--- src/rtl/restoring_divider.sv ---
// Sequential radix-2 restoring divider: 2*WIDTH-bit dividend / WIDTH-bit divisor,
// one quotient bit per clock, with valid/ready handshakes on both sides.
module restoring_divider #(
  parameter int WIDTH = 16
) (
  input  logic               clk,
  input  logic               rst,
  input  logic               in_valid,
  output logic               in_ready,
  input  logic [2*WIDTH-1:0] dividend,
  input  logic [WIDTH-1:0]   divisor,
  output logic               out_valid,
  input  logic               out_ready,
  output logic [WIDTH-1:0]   quotient,
  output logic [WIDTH-1:0]   remainder,
  output logic               div_by_zero,
  output logic               overflow
);

  localparam int CW = $clog2(WIDTH);

  localparam logic [1:0] IDLE = 2'd0;
  localparam logic [1:0] CALC = 2'd1;
  localparam logic [1:0] DONE = 2'd2;

  logic [1:0]       state;
  logic [WIDTH-1:0] rem_q;
  logic [WIDTH-1:0] qsh_q;
  logic [WIDTH-1:0] dvsr_q;
  logic [CW-1:0]    count;

  logic [WIDTH:0]   shifted;
  logic [WIDTH:0]   trial;
  logic [WIDTH-1:0] rem_next;
  logic [WIDTH-1:0] qsh_next;
  logic             accept;
  logic             last_step;

  // Handshake: a transfer happens on any rising edge where valid & ready are both
  // high; valid, once raised by a producer, holds its payload stable until that edge.
  assign in_ready  = (state == IDLE) & ~rst;
  assign accept    = in_valid & in_ready;
  assign last_step = (count == CW'(WIDTH - 1));

  // The partial remainder stays below the divisor, so trial[WIDTH] is a valid sign bit.
  always_comb begin
    shifted  = {rem_q, qsh_q[WIDTH-1]};
    trial    = shifted - {1'b0, dvsr_q};
    rem_next = trial[WIDTH] ? shifted[WIDTH-1:0] : trial[WIDTH-1:0];
    qsh_next = {qsh_q[WIDTH-2:0], ~trial[WIDTH]};
  end

  always_ff @(posedge clk) begin
    if (rst) begin
      state       <= IDLE;
      out_valid   <= 1'b0;
      quotient    <= '0;
      remainder   <= '0;
      div_by_zero <= 1'b0;
      overflow    <= 1'b0;
      rem_q       <= '0;
      qsh_q       <= '0;
      dvsr_q      <= '0;
      count       <= '0;
    end else begin
      case (state)
        IDLE: begin
          if (accept) begin
            dvsr_q <= divisor;
            count  <= '0;
            if (divisor == '0) begin
              state       <= DONE;
              quotient    <= '1;
              remainder   <= dividend[WIDTH-1:0];
              div_by_zero <= 1'b1;
              overflow    <= 1'b0;
            end else if (dividend[2*WIDTH-1:WIDTH] >= divisor) begin
              state       <= DONE;
              quotient    <= '1;
              remainder   <= '0;
              div_by_zero <= 1'b0;
              overflow    <= 1'b1;
            end else begin
              state <= CALC;
              rem_q <= dividend[2*WIDTH-1:WIDTH];
              qsh_q <= dividend[WIDTH-1:0];
            end
          end
        end
        CALC: begin
          rem_q <= rem_next;
          qsh_q <= qsh_next;
          count <= count + CW'(1);
          if (last_step) begin
            state       <= DONE;
            quotient    <= qsh_next;
            remainder   <= rem_next;
            div_by_zero <= 1'b0;
            overflow    <= 1'b0;
            out_valid   <= 1'b1;
          end
        end
        DONE: begin
          // Error results arrive here with out_valid low and raise it one edge later.
          if (!out_valid) begin
            out_valid <= 1'b1;
          end else if (out_ready) begin
            out_valid <= 1'b0;
            state     <= IDLE;
          end
        end
        default: state <= IDLE;
      endcase
    end
  end

endmodule

--- config.mk ---
export PLATFORM = sky130hd
export DESIGN_NAME = restoring_divider
export DESIGN_NICKNAME = d
export VERILOG_FILES = /design/src/rtl/restoring_divider.sv
export SDC_FILE = /design/constraint.sdc
export NUM_CORES = 1
export LEC_CHECK = 0
export BUFFER_PORTS_ARGS = -buffer_cell sky130_fd_sc_hd__buf_2
export CAP_MARGIN = 10
export CORE_UTILIZATION = 43
export CTS_CLUSTER_DIAMETER = 40
export CTS_CLUSTER_SIZE = 14
export DETAILED_ROUTE_END_ITERATION = 7
export GPL_TIMING_DRIVEN = 0
export HOLD_SLACK_MARGIN = 0.08
export PLACE_DENSITY = 0.69
export SYNTH_ARGS = -nofsm -noshare
export SYNTH_HDL_FRONTEND = slang
export SYNTH_SLANG_ARGS = --single-unit
--- constraint.sdc ---
create_clock -name clk -period 2.7 [get_ports clk]
set_clock_uncertainty 0.2 [all_clocks]
set_input_delay 0.54 -clock clk [delete_from_list [all_inputs] [get_ports clk]]
set_output_delay 0.54 -clock clk [all_outputs]
set_load 0.05 [all_outputs]
==> metrics.csv <==
metric,value,unit
status,finished with violations,
violations,"DRC, setup timing",
synth_top_family_by_area,compound AO/OA/AOI/OAI gates,
clk_latency,0.35,ns
hp-class,input port to register,
drt_iter0_drc,340,
drive_above_1_share,0.3656,
multi_input_area,0.003710,mm^2
wl_per_cell,18.90,um
die_h,112.0,um
p_per_area,734.7,mW/mm^2
required,2.69,ns
grt_max_degree,19,
clockPowerShare,0.239,
port_buffers,87,
dpl.hpwl,12000,um
async_flop_share,0,
n_fill_cell,971,
ys.flop_type,dfxtp_1,
layout_setup_ws,-0.1846,ns
slew_viol_final,0,
netlist_instances,637,
ir_drop,0.0003569,V
cp_max_fo,7,
critical_path_class,register to register,
placed_cell_area,0.005938,mm^2
crit_chain,inv_2 > ha_4 > fa_2 > nand2b_4 > a21oi_4 > o21ai_4 > o21ai_4 > o31a_1 > buf_6 > nor2_4 > buf_6 > o211ai_1 > a311oi_1,
cts_tree,yes,
power,5.262,mW
relSlewSlack,0.4874,
crit_end,remainder[1],
fin_nets,855,
synthXorXnorAreaFrac,0.01010,
die_area,0.01255,mm^2
cp.arrival,2.87,ns
power_frac_comb,0.465,
overflow,0,
reg2reg_slack,-0.18,ns
finalSetupTns,-1.746,ns
syn_area_per_cell,8.169,um^2
min_period,2.885,ns
finalSetupViolCount,30,
startpoint,qsh_q[15],
netSwitchingFraction,0.4022,
synth_edf_count,0,
syn_to_final_growth,37.63,%
clk_pin_slew,0.07,ns
drv_cap,0,
die_w,112.0,um
ff_latch_area,0.001807,mm^2
period_share,1.068,
rows,39,
r2r-end,remainder[1],
yosys_warnings,0,
synth_simple_gate_area_frac,0.2029,
place_congestion,0.8626,
core,0.01161,mm^2
drt-pass1-iter-count,7,
start_kind,register,
rr_worst_depth,13,
rsz0062_at_grt,true,
via_per_inst,5.956,
synth_mux_area_frac,0.06564,
netlist.area_leader.share,0.3424,
grt_pass1_wl,26310,um
finalHoldViolCount,0,
final_util,0.6167,
grt_pass1_vias,5155,
power.switching,2.116,mW
maxClockFrequency,0.3467,GHz
power_frac_seq,0.296,
htreeDepth,3,
max_stage_delay,0.36,ns
netlist-cell-type-count,62,
reg2reg_from,qsh_q[15],
cts_buffer_depth,2,
ioPinCount,88,
synth-adder-area-share,0.08319,
synth_area,0.005204,mm^2
antenna_left,0,
drt_wl_total,17330,um
crit_buf_inv,3,
cts_buffers,9,
worst_path_max_delay_cell,fa_2,
critical_path.top_delay_family,compound AO/OA/AOI/OAI gates,
diodes,0,
antenna_found_initial,0,
clockRootBuffer,clkbuf_16,
initial_core_util,0.4481,
setup.worst_path.end_class,register,
worstMarginPinSlew,0.7690,ns
synth_compound_area_frac,0.2311,
path_depth,13,
yosysTopAreaCell,dfxtp_1,
synth_fp_nets,723,
track_usage,0.2673,
p_leak,3.073,nW
p_int,3.146,mW
fin_area,0.007162,mm^2
ys_seq_elements,89,
vias,5462,
synth_seq_area_share,0.3424,
synthTopCellsByArea,"dfxtp_1 34%, ha_1 7.9%, nor2_1 6.5%",
cts.sinks,89,
drc,4,
==> metrics by stage <==
| stage | hold WS [ns] | setup WS [ns] | instances |
|---|---|---|---|
| global route | 0.2324 | -0.2671 | 917 |
| CTS | 0.2243 | -0.09253 | 910 |
| global placement | 0.2656 | -0.7317 | 867 |
| detailed placement | 0.2650 | -0.7343 | 867 |
| finish | 0.2269 | -0.1846 | 917 |
| floorplan | 0.2475 | 0.006953 | 637 |
==> worst reg2reg max path: stages (launching register included) <==
cell and delay (ns):
dfxtp_2 0.34, inv_2 0.04, ha_4 0.15, fa_2 0.36, nand2b_4 0.16, a21oi_4 0.15
o21ai_4 0.08, o21ai_4 0.22, o31a_1 0.19, buf_6 0.17, nor2_4 0.06, buf_6 0.14
o211ai_1 0.29, a311oi_1 0.16
==> cell families after synthesis <==
group                    Yosys count
XOR/XNOR                           6
AO/OA/AOI/OAI                    165
adder cells (fa/ha/maj)           34
buffers and inverters             79
flip-flops                        89
multiplexers                      33
AND/OR/NAND/NOR                  231
==> worst min path at each step <==
stage / startpoint / end / slack [ns] / cells after the start
floorplan: dvsr_q[2] / dvsr_q[2] / 0.25 / 2
global placement: div_by_zero / div_by_zero / 0.27 / 2
detailed placement: dvsr_q[12] / dvsr_q[12] / 0.27 / 2
CTS: divisor[7] / dvsr_q[7] / 0.22 / 3
global route: divisor[5] / dvsr_q[5] / 0.23 / 3
finish: divisor[7] / dvsr_q[7] / 0.23 / 3
==> cell type report <==
type,count,area share
plain buffers,38,0.03232
clock buffers,9,0.03145
clock inverters,7,0.009434
inverters,38,0.01992
multi-input cells,469,0.5180
flip-flops and latches,89,0.2523
well taps,143,0.02498
repair buffers,124,0.1116
==> power groups by stage <==
stage / Sequential (mW) / Clock [mW] / Combinational [mW]
final: 1.56 / 1.26 / 2.45
after global routing: 1.57 / 1.33 / 2.58
after CTS: 1.55 / 1.27 / 2.14
after detailed placement: 1.57 / 0 / 1.67
after global placement: 1.56 / 0 / 1.63
after floorplan: 1.71 / 0 / 1.11
==> layout by cell type (no fill, tap or decap), types with 5 or more instances in the layout <==
master     synthesis  final
buf_2             14     91
nor2_1            90     87
dfxtp_1           89     75
nand2_1           64     59
buf_4              1     32
inv_1             38     30
a21oi_1           41     27
mux2i_1           24     21
ha_1              33     21
a211oi_1          27     18
clkbuf_1          21     18
nor3_1            21     17
o31ai_1           17     16
o21ai_0           18     14
nand3_1           13     13
a21oi_2            0     12
dfxtp_2            0     11
ha_4               0     10
clkbuf_16          0     10
a21o_1             9      9
a211oi_2           0      9
inv_2              0      8
buf_6              1      8
a311oi_2           5      8
mux2_2             8      8
a31oi_4            1      6
o21a_1             7      6
nor4_1             8      5
==> cell usage after synthesis (4+ instances only) <==
cell      count
a311oi_2      5
a311oi_1      6
a21oi_1      41
dfxtp_1      89
nand3_1      13
buf_2        14
clkbuf_1     21
ha_1         33
nor3_1       21
nor2_1       90
mux2_2        8
and2_1        4
a31oi_2       4
o21a_1        7
nor2b_1       4
o31ai_1      17
inv_1        38
o21ai_0      18
mux2i_1      24
nand2_1      64
a31oi_1       4
nand2b_1      6
nor4_1        8
a211oi_1     27
a21o_1        9
==> per-layer routing <==
layer | wire [um] | vias up | track usage
li1 | - | 2538 | -
met1 | 7090 | 2616 | 0.3297
met2 | 8415 | 245 | 0.4559
met3 | 1188 | 63 | 0.05389
met4 | 635 | 0 | 0.1076
met5 | 0 | - | 0
==> registers in the layout, indices dropped and copies added (netlist names) <==
register	count
qsh_q	16
count	4
remainder	16
rem_q	16
state	2
dvsr_q	16
out_valid	1
overflow	1
div_by_zero	1
quotient	16
==> what timing repair did <==
item,in CTS,in global routing
hold buffers,0,0
pin swaps,39,33
resized for setup,91,55
cloned,2,1
setup endpoints to repair,67,54
setup buffers,28,6
Note: power is estimated with default switching activity, not from simulation.
